File: config.mk
export PLATFORM = sky130hd
export DESIGN_NAME = instr_encoder
export DESIGN_NICKNAME = d
export VERILOG_FILES = /design/src/rtl/instr_encoder.sv
export SDC_FILE = /design/constraint.sdc
export NUM_CORES = 1
export LEC_CHECK = 0
export CORE_MARGIN = 3
export CORE_UTILIZATION = 53
export DETAILED_ROUTE_END_ITERATION = 10
export GPL_TIMING_DRIVEN = 0
export PLACE_DENSITY = 0.95
export SLEW_MARGIN = 15
export SYNTH_ARGS = -nofsm -noshare
export SYNTH_HDL_FRONTEND = slang
export SYNTH_SLANG_ARGS = --single-unit
File: constraint.sdc
create_clock -name clk -period 3.6 [get_ports clk]
set_input_delay 0.72 -clock clk [delete_from_list [all_inputs] [get_ports clk]]
set_output_delay 0.72 -clock clk [all_outputs]
set_load 0.05 [all_outputs]
File: src/rtl/instr_encoder.sv
// RV32I instruction word builder: two-stage valid/ready pipeline that range-checks
// the immediate, packs it into its format and tags each word with an imem address.
module instr_encoder #(
  parameter int              ADDR_W    = 8,
  parameter logic [ADDR_W-1:0] BASE_ADDR = '0
) (
  input  logic              clk,
  input  logic              rst,
  input  logic              in_valid,
  output logic              in_ready,
  input  logic [6:0]        opcode,
  input  logic [4:0]        rd,
  input  logic [4:0]        rs1,
  input  logic [4:0]        rs2,
  input  logic [2:0]        funct3,
  input  logic [6:0]        funct7,
  input  logic [31:0]       imm,
  output logic              out_valid,
  input  logic              out_ready,
  output logic [31:0]       out_instr,
  output logic [ADDR_W-1:0] out_addr,
  output logic              out_err,
  output logic [7:0]        err_cnt
);

  localparam logic [6:0] OP_R    = 7'b0110011;
  localparam logic [6:0] OP_IMM  = 7'b0010011;
  localparam logic [6:0] OP_LOAD = 7'b0000011;
  localparam logic [6:0] OP_JALR = 7'b1100111;
  localparam logic [6:0] OP_S    = 7'b0100011;
  localparam logic [6:0] OP_B    = 7'b1100011;
  localparam logic [6:0] OP_LUI  = 7'b0110111;
  localparam logic [6:0] OP_AUIP = 7'b0010111;
  localparam logic [6:0] OP_J    = 7'b1101111;
  localparam logic [6:0] OP_CSR  = 7'b1110011;
  localparam logic [31:0] NOP    = 32'h0000_0013;

  logic        s1_valid;
  logic [6:0]  s1_op;
  logic [4:0]  s1_rd, s1_rs1, s1_rs2;
  logic [2:0]  s1_f3;
  logic [6:0]  s1_f7;
  logic [31:0] s1_imm;

  logic        s2_load, xfer;
  logic [31:0] enc_word, enc_instr;
  logic        enc_err;
  logic        imm12_ok, imm13_ok, imm21_ok;

  assign s2_load  = !out_valid || out_ready;
  assign in_ready = !s1_valid || s2_load;
  assign xfer     = out_valid && out_ready;

  // Signed range checks reduce to "all bits above the field's sign bit match it".
  assign imm12_ok = (s1_imm[31:11] == '0) || (s1_imm[31:11] == '1);
  assign imm13_ok = (s1_imm[31:12] == '0) || (s1_imm[31:12] == '1);
  assign imm21_ok = (s1_imm[31:20] == '0) || (s1_imm[31:20] == '1);

  always_comb begin
    enc_word = '0;
    enc_err  = 1'b0;
    case (s1_op)
      OP_R: enc_word = {s1_f7, s1_rs2, s1_rs1, s1_f3, s1_rd, s1_op};
      OP_IMM, OP_LOAD, OP_JALR: begin
        enc_word = {s1_imm[11:0], s1_rs1, s1_f3, s1_rd, s1_op};
        enc_err  = !imm12_ok;
      end
      OP_S: begin
        enc_word = {s1_imm[11:5], s1_rs2, s1_rs1, s1_f3, s1_imm[4:0], s1_op};
        enc_err  = !imm12_ok;
      end
      OP_B: begin
        enc_word = {s1_imm[12], s1_imm[10:5], s1_rs2, s1_rs1, s1_f3,
                    s1_imm[4:1], s1_imm[11], s1_op};
        enc_err  = s1_imm[0] || !imm13_ok;
      end
      OP_LUI, OP_AUIP: begin
        enc_word = {s1_imm[31:12], s1_rd, s1_op};
        enc_err  = (s1_imm[11:0] != '0);
      end
      OP_J: begin
        enc_word = {s1_imm[20], s1_imm[10:1], s1_imm[11], s1_imm[19:12], s1_rd, s1_op};
        enc_err  = s1_imm[0] || !imm21_ok;
      end
      OP_CSR: begin
        enc_word = {s1_f7, s1_rs2, s1_imm[4:0], s1_f3, s1_rd, s1_op};
        enc_err  = (s1_imm[31:5] != '0);
      end
      default: enc_err = 1'b1;
    endcase
    enc_instr = enc_err ? NOP : enc_word;
  end

  always_ff @(posedge clk) begin
    if (rst) begin
      s1_valid  <= 1'b0;
      s1_op     <= '0;
      s1_rd     <= '0;
      s1_rs1    <= '0;
      s1_rs2    <= '0;
      s1_f3     <= '0;
      s1_f7     <= '0;
      s1_imm    <= '0;
      out_valid <= 1'b0;
      out_instr <= '0;
      out_err   <= 1'b0;
      out_addr  <= BASE_ADDR;
      err_cnt   <= '0;
    end else begin
      if (in_ready) begin
        s1_valid <= in_valid;
        if (in_valid) begin
          s1_op  <= opcode;
          s1_rd  <= rd;
          s1_rs1 <= rs1;
          s1_rs2 <= rs2;
          s1_f3  <= funct3;
          s1_f7  <= funct7;
          s1_imm <= imm;
        end
      end
      if (s2_load) begin
        out_valid <= s1_valid;
        if (s1_valid) begin
          out_instr <= enc_instr;
          out_err   <= enc_err;
        end
      end
      // out_addr is the address counter itself; a word entering S2 in the same
      // cycle as a transfer picks up the incremented value.
      if (xfer) begin
        out_addr <= out_addr + ADDR_W'(4);
        if (out_err && err_cnt != 8'hFF) err_cnt <= err_cnt + 8'd1;
      end
    end
  end

endmodule

Word level (Yosys, flattened, before mapping):

Cells that the tools add are included.

* equality and inequality tests: 14
* reductions and logical operators: 25
* mux-type cells: 3
* $add $sub $neg: 2

Operator list (number)
* $pmux 32 s7: 1
* $mux 32: 1
* $eq 7x7->1 const B: 4
* $reduce_bool 27->1: 1
* $eq 21x21->1 const B: 1
* $eq 7x6->1 const B: 3
* $logic_not 21->1: 1
* $eq 20x20->1 const B: 1
* $logic_not 20->1: 1
* $eq 7x5->1 const B: 2
* $eq 12x12->1 const B: 1
* $logic_not 12->1: 1
* $reduce_bool 12->1: 1
* $add 8x1->8 const B: 1
* $add 8x3->8 const B: 1
* $ne 8x8->1 const B: 1
* $eq 7x2->1 const B: 1
* $logic_or 1x1->1: 7
* $pmux 1 s6: 1
* $reduce_and 2->1: 3
* $logic_not 1->1: 5
* $reduce_or 4->1: 1
* $reduce_or 3->1: 1
* $logic_and 1x1->1: 2
* $reduce_or 2->1: 1

* word-level logic and storage cells: 57
* output and inout bits: 51
* register bits: 115
* input bits: 68

Depth between registers and ports, before layout:

* word-level depth: 6
* gate-level depth with buffers: 10
* gate-level depth less buffers: 7

Worst setup path before layout:

OpenSTA, ideal clock, no wires.

* path type: input -> register
* start point: input out_ready
* end point: register s1_f7[0]
* buffers on the path: 2
* stages on the path: 7
* arrival: 2.060 ns
* data required time: 3.468 ns
* setup slack: 1.408 ns
* library setup time: 0.132 ns
* cell sequence: nor2b_1 -> nand2_1 -> and2_1 -> clkbuf_1 -> clkbuf_1 -> nand2_1 -> a21oi_1

* longest elaborated chain between the ends: 3

RTL lines
* start: declaration: line 19 `input logic out_ready,`
* $logic_or 1x1->1: line 50 `assign s2_load = !out_valid || out_ready;`
* $logic_or 1x1->1: line 51 `assign in_ready = !s1_valid || s2_load;`
* via in_ready: line 10 `output logic in_ready,`
* $reduce_and 2->1 (no line)
* end signal: assignment: line 118 `s1_f7 <= funct7;`
* end: declaration: line 42 `logic [6:0] s1_f7;`

The timed path passes the listed nets, and every way through them passes these cells.
A chain may end at the register's enable or synchronous reset.

Worst setup path in the final report:

* start point: input out_ready
* end point: output in_ready

* longest elaborated chain between the ends: 2

RTL lines (line)
* $logic_or 1x1->1: 50
* $logic_or 1x1->1: 51
* end: declaration: 10

Every way passes these cells.

==> flow_metrics.env <==
export IMPL_synth_xor_area_share_pct=2.02
export IMPL_routed_via_count=5098
export IMPL_fmax_mhz=335
export IMPL_path_cells="clkdlybuf4s50_1, nor2b_1, nand2_1, clkdlybuf4s50_1"
export IMPL_fp_dieH_microns=101
export IMPL_grt_pass1_vias=4838
export IMPL_dr_pass1_iters=7
export IMPL_arrival_ps=2260
export IMPL_path_class="in2out"
export IMPL_overflow=0
export IMPL_synth_area_leader_cell="dfxtp_1"
export IMPL_num_rows=34
export IMPL_p_leak_nw=2.43
export IMPL_post_cts_buffers=0
export IMPL_area_growth_pct=38.9
export IMPL_boundaryPins=119
export IMPL_ys_top_cells_by_area="dfxtp_1 47%, nand2_1 13%, a21oi_1 7.8%"
export IMPL_post_route_period_util_pct=82.9
export IMPL_worstSkewPairLatency_ps=530
export IMPL_postRouteAntennaNets=0
export IMPL_setup_ws_ps=615
export IMPL_htree_levels=4
export IMPL_cts_sinks=113
export IMPL_async_flop_share_pct=0
export IMPL_cts_made_buffers=17
export IMPL_worst_path_most_repeated_cell="clkdlybuf4s50_1"
export IMPL_status="completed"
export IMPL_synth_top_family_by_area="simple AND/OR/NAND/NOR gates"
export IMPL_cpPeakStageDelay_ps=730
export IMPL_gp_congestion=0.909
export IMPL_fin_skew_ps=8.53
export IMPL_synth_compound_area_share_pct=20.0
export IMPL_relSlewSlack_pct=32.5
export IMPL_die_w_microns=101
export IMPL_tightestPinTransition_ps=1000
export IMPL_crit_slowest_cell="clkdlybuf4s50_1"
export IMPL_yosys_area_share_simple_pct=25.1
export IMPL_holdCritStartpoint="out_instr[26]"
export IMPL_dpl_worst_slack_ps=615
export IMPL_die_area_sq_mm=0.0102
export IMPL_antennaDiodeCount=0
export IMPL_power_density_mw_per_mm2=482
export IMPL_initialDrtViolationCount=619
export IMPL_synth_fa_ha_area_share_pct=0.524
export IMPL_setup_viol=0
export IMPL_hold_viol=0
export IMPL_clockBufferDepth=2
export IMPL_viasPerCell=5.99
export IMPL_drv_slew=0
export IMPL_antenna_found_initial=0
export IMPL_syn_area_sq_mm=0.00478
export IMPL_synth_edf_count=0
export IMPL_drive_gt1_share_pct=7.94
export IMPL_start_util_pct=54.8
export IMPL_required_ps=2880
export IMPL_dpl_hpwl_microns=11600
export IMPL_ys_seq_area_share_pct=47.3
export IMPL_synth_main_ff_cell="dfxtp_1"
export IMPL_synth_mux_area_share_pct=0.655
export IMPL_cts_hold_buf=0
export IMPL_wl_per_cell_microns=18.8
export IMPL_synth_cell_types=51
export IMPL_cts_resized=0
export IMPL_rsz0062_at_grt="no"
export IMPL_synth_top_area_share_pct=47.3
export IMPL_fillers=618
export IMPL_drcViolationCount=0
export IMPL_core_area_sq_mm=0.00872
export IMPL_grt_max_degree=17
export IMPL_yosysWarningCount=0
export IMPL_grt_pass1_wl_microns=24500
export IMPL_fin_tns_setup_ps=0
export IMPL_grt_util_all_layers_pct=31.3
export IMPL_hp_class="reg2reg"
export IMPL_cts_tree="yes"
export IMPL_cp_end_kind="output port"
export IMPL_startpoint="out_ready"
export IMPL_cts_root_buf="clkbuf_8"
export IMPL_synth_seq_cells=113
export IMPL_netlist_instances=594
export IMPL_routed_wl_microns=16000
export IMPL_crit_path_start_kind="input port"
export IMPL_worstPathMaxFanout=4
export IMPL_nets=800
export IMPL_clk_pin_slew_ps=60
export IMPL_period_needed_ps=2980
export IMPL_avgSynthCellArea_sq_um=8.04
export IMPL_io_buffers=116
export IMPL_peakVddDrop_mv=0.404
export IMPL_reg2reg_from="s1_op[0]"
export IMPL_cap_violations=0
metrics by stage:
stage          util (%)  area, sq um  instances  power [W]  hold WS (ps)
2_1_floorplan         -         4780        595    0.00150           432
3_3_place_gp       69.7         6080        819    0.00163           437
3_5_place_dp       69.7         6080        819    0.00165           444
4_1_cts            76.1         6640        851    0.00320           457
5_1_grt            76.1         6640        851    0.00328           478
6_report           76.1         6640        851    0.00320           455
cells by family after synthesis:
logic type      count (synthesis)
simple gates                  271
compound gates                147
flops                         113
buf+inv                        46
xor+xnor                       11
mux                             3
fa+ha+maj                       2
other cells                     1
worst max-delay path: cells and delay by family:
kind | cells | cell delay, ps
buffers and inverters | 2 | 1150
and+or+nand+nor | 2 | 390
cell usage in the layout, fill, tap and decap left out, drive strengths merged, types with 5 or more instances in the layout:
master	count
dfxtp	113
inv	9
clkbuf	48
clkinvlp	5
nor2	41
buf	12
nand3	12
nor3	9
nand4	10
o21ai	26
and3	9
nand2	164
xnor2	5
nor2b	5
a21oi	74
xor2	6
nor4	8
a22oi	8
a22o	8
a222oi	10
a221oi	7
clkdlybuf4s50	116
state kept, by name (all words and copies together), names as in the netlist:
| register | cells |
|---|---|
| out_instr | 32 |
| s1_valid | 1 |
| s1_imm | 32 |
| out_addr | 6 |
| out_err | 1 |
| s1_f3 | 3 |
| out_valid | 1 |
| s1_rd | 5 |
| s1_op | 7 |
| s1_rs2 | 5 |
| err_cnt | 8 |
| s1_rs1 | 5 |
| s1_f7 | 7 |
cells in the mapped netlist, types with 2 or more instances:
master	n
and3_1	9
nand3_2	2
a22oi_1	8
xor2_1	6
buf_4	4
nor4_1	8
buf_1	2
nor2_1	41
or3_1	3
nand4_1	10
nand3_1	10
o21ai_1	9
and2_1	4
nor3_1	7
nand2_1	164
buf_2	4
inv_1	5
a222oi_1	10
ha_1	2
clkbuf_1	29
a221oi_1	7
mux2i_1	2
a22o_1	8
a211o_1	2
xnor2_1	5
o21ai_0	7
a31oi_1	2
nor2b_1	5
o211ai_1	2
dfxtp_1	113
buf_6	2
a21oi_1	74
o21ai_2	10
final cells by class:
cell class	instances	area [sq um]	share of cell area [%]
buffer	41	189	2.85
inverter	5	18.8	0.283
clock buffer	19	432	6.50
timing repair buffer	116	1160	17.5
sequential	113	2260	34.1
clock inverter	13	129	1.94
multi-input combinational	436	2310	34.8
tap	108	135	2.04
layer usage:
metal,vias to the layer above,wire [microns],track usage [%]
met3,52,1600,9.20
met1,2386,6030,38.1
li1,2348,-,-
met2,312,7760,51.4
met4,0,624,13.3
met5,-,0,0
worst paths after layout:
check                           depth (start not counted)  slack, ps             to
worst max-delay path                                    4        620       in_ready
worst min-delay path                                    2        450  out_instr[26]
worst max register to register                          6       1070  out_instr[27]
worst min register to register                          2        450  out_instr[26]
where the power goes:
part           switching [W]  internal [W]
sequential         0.0000473       0.00130
combinational       0.000160      0.000127
clock               0.000626      0.000943
total               0.000833       0.00237
No activity file was read; power rests on OpenSTA's default activity.
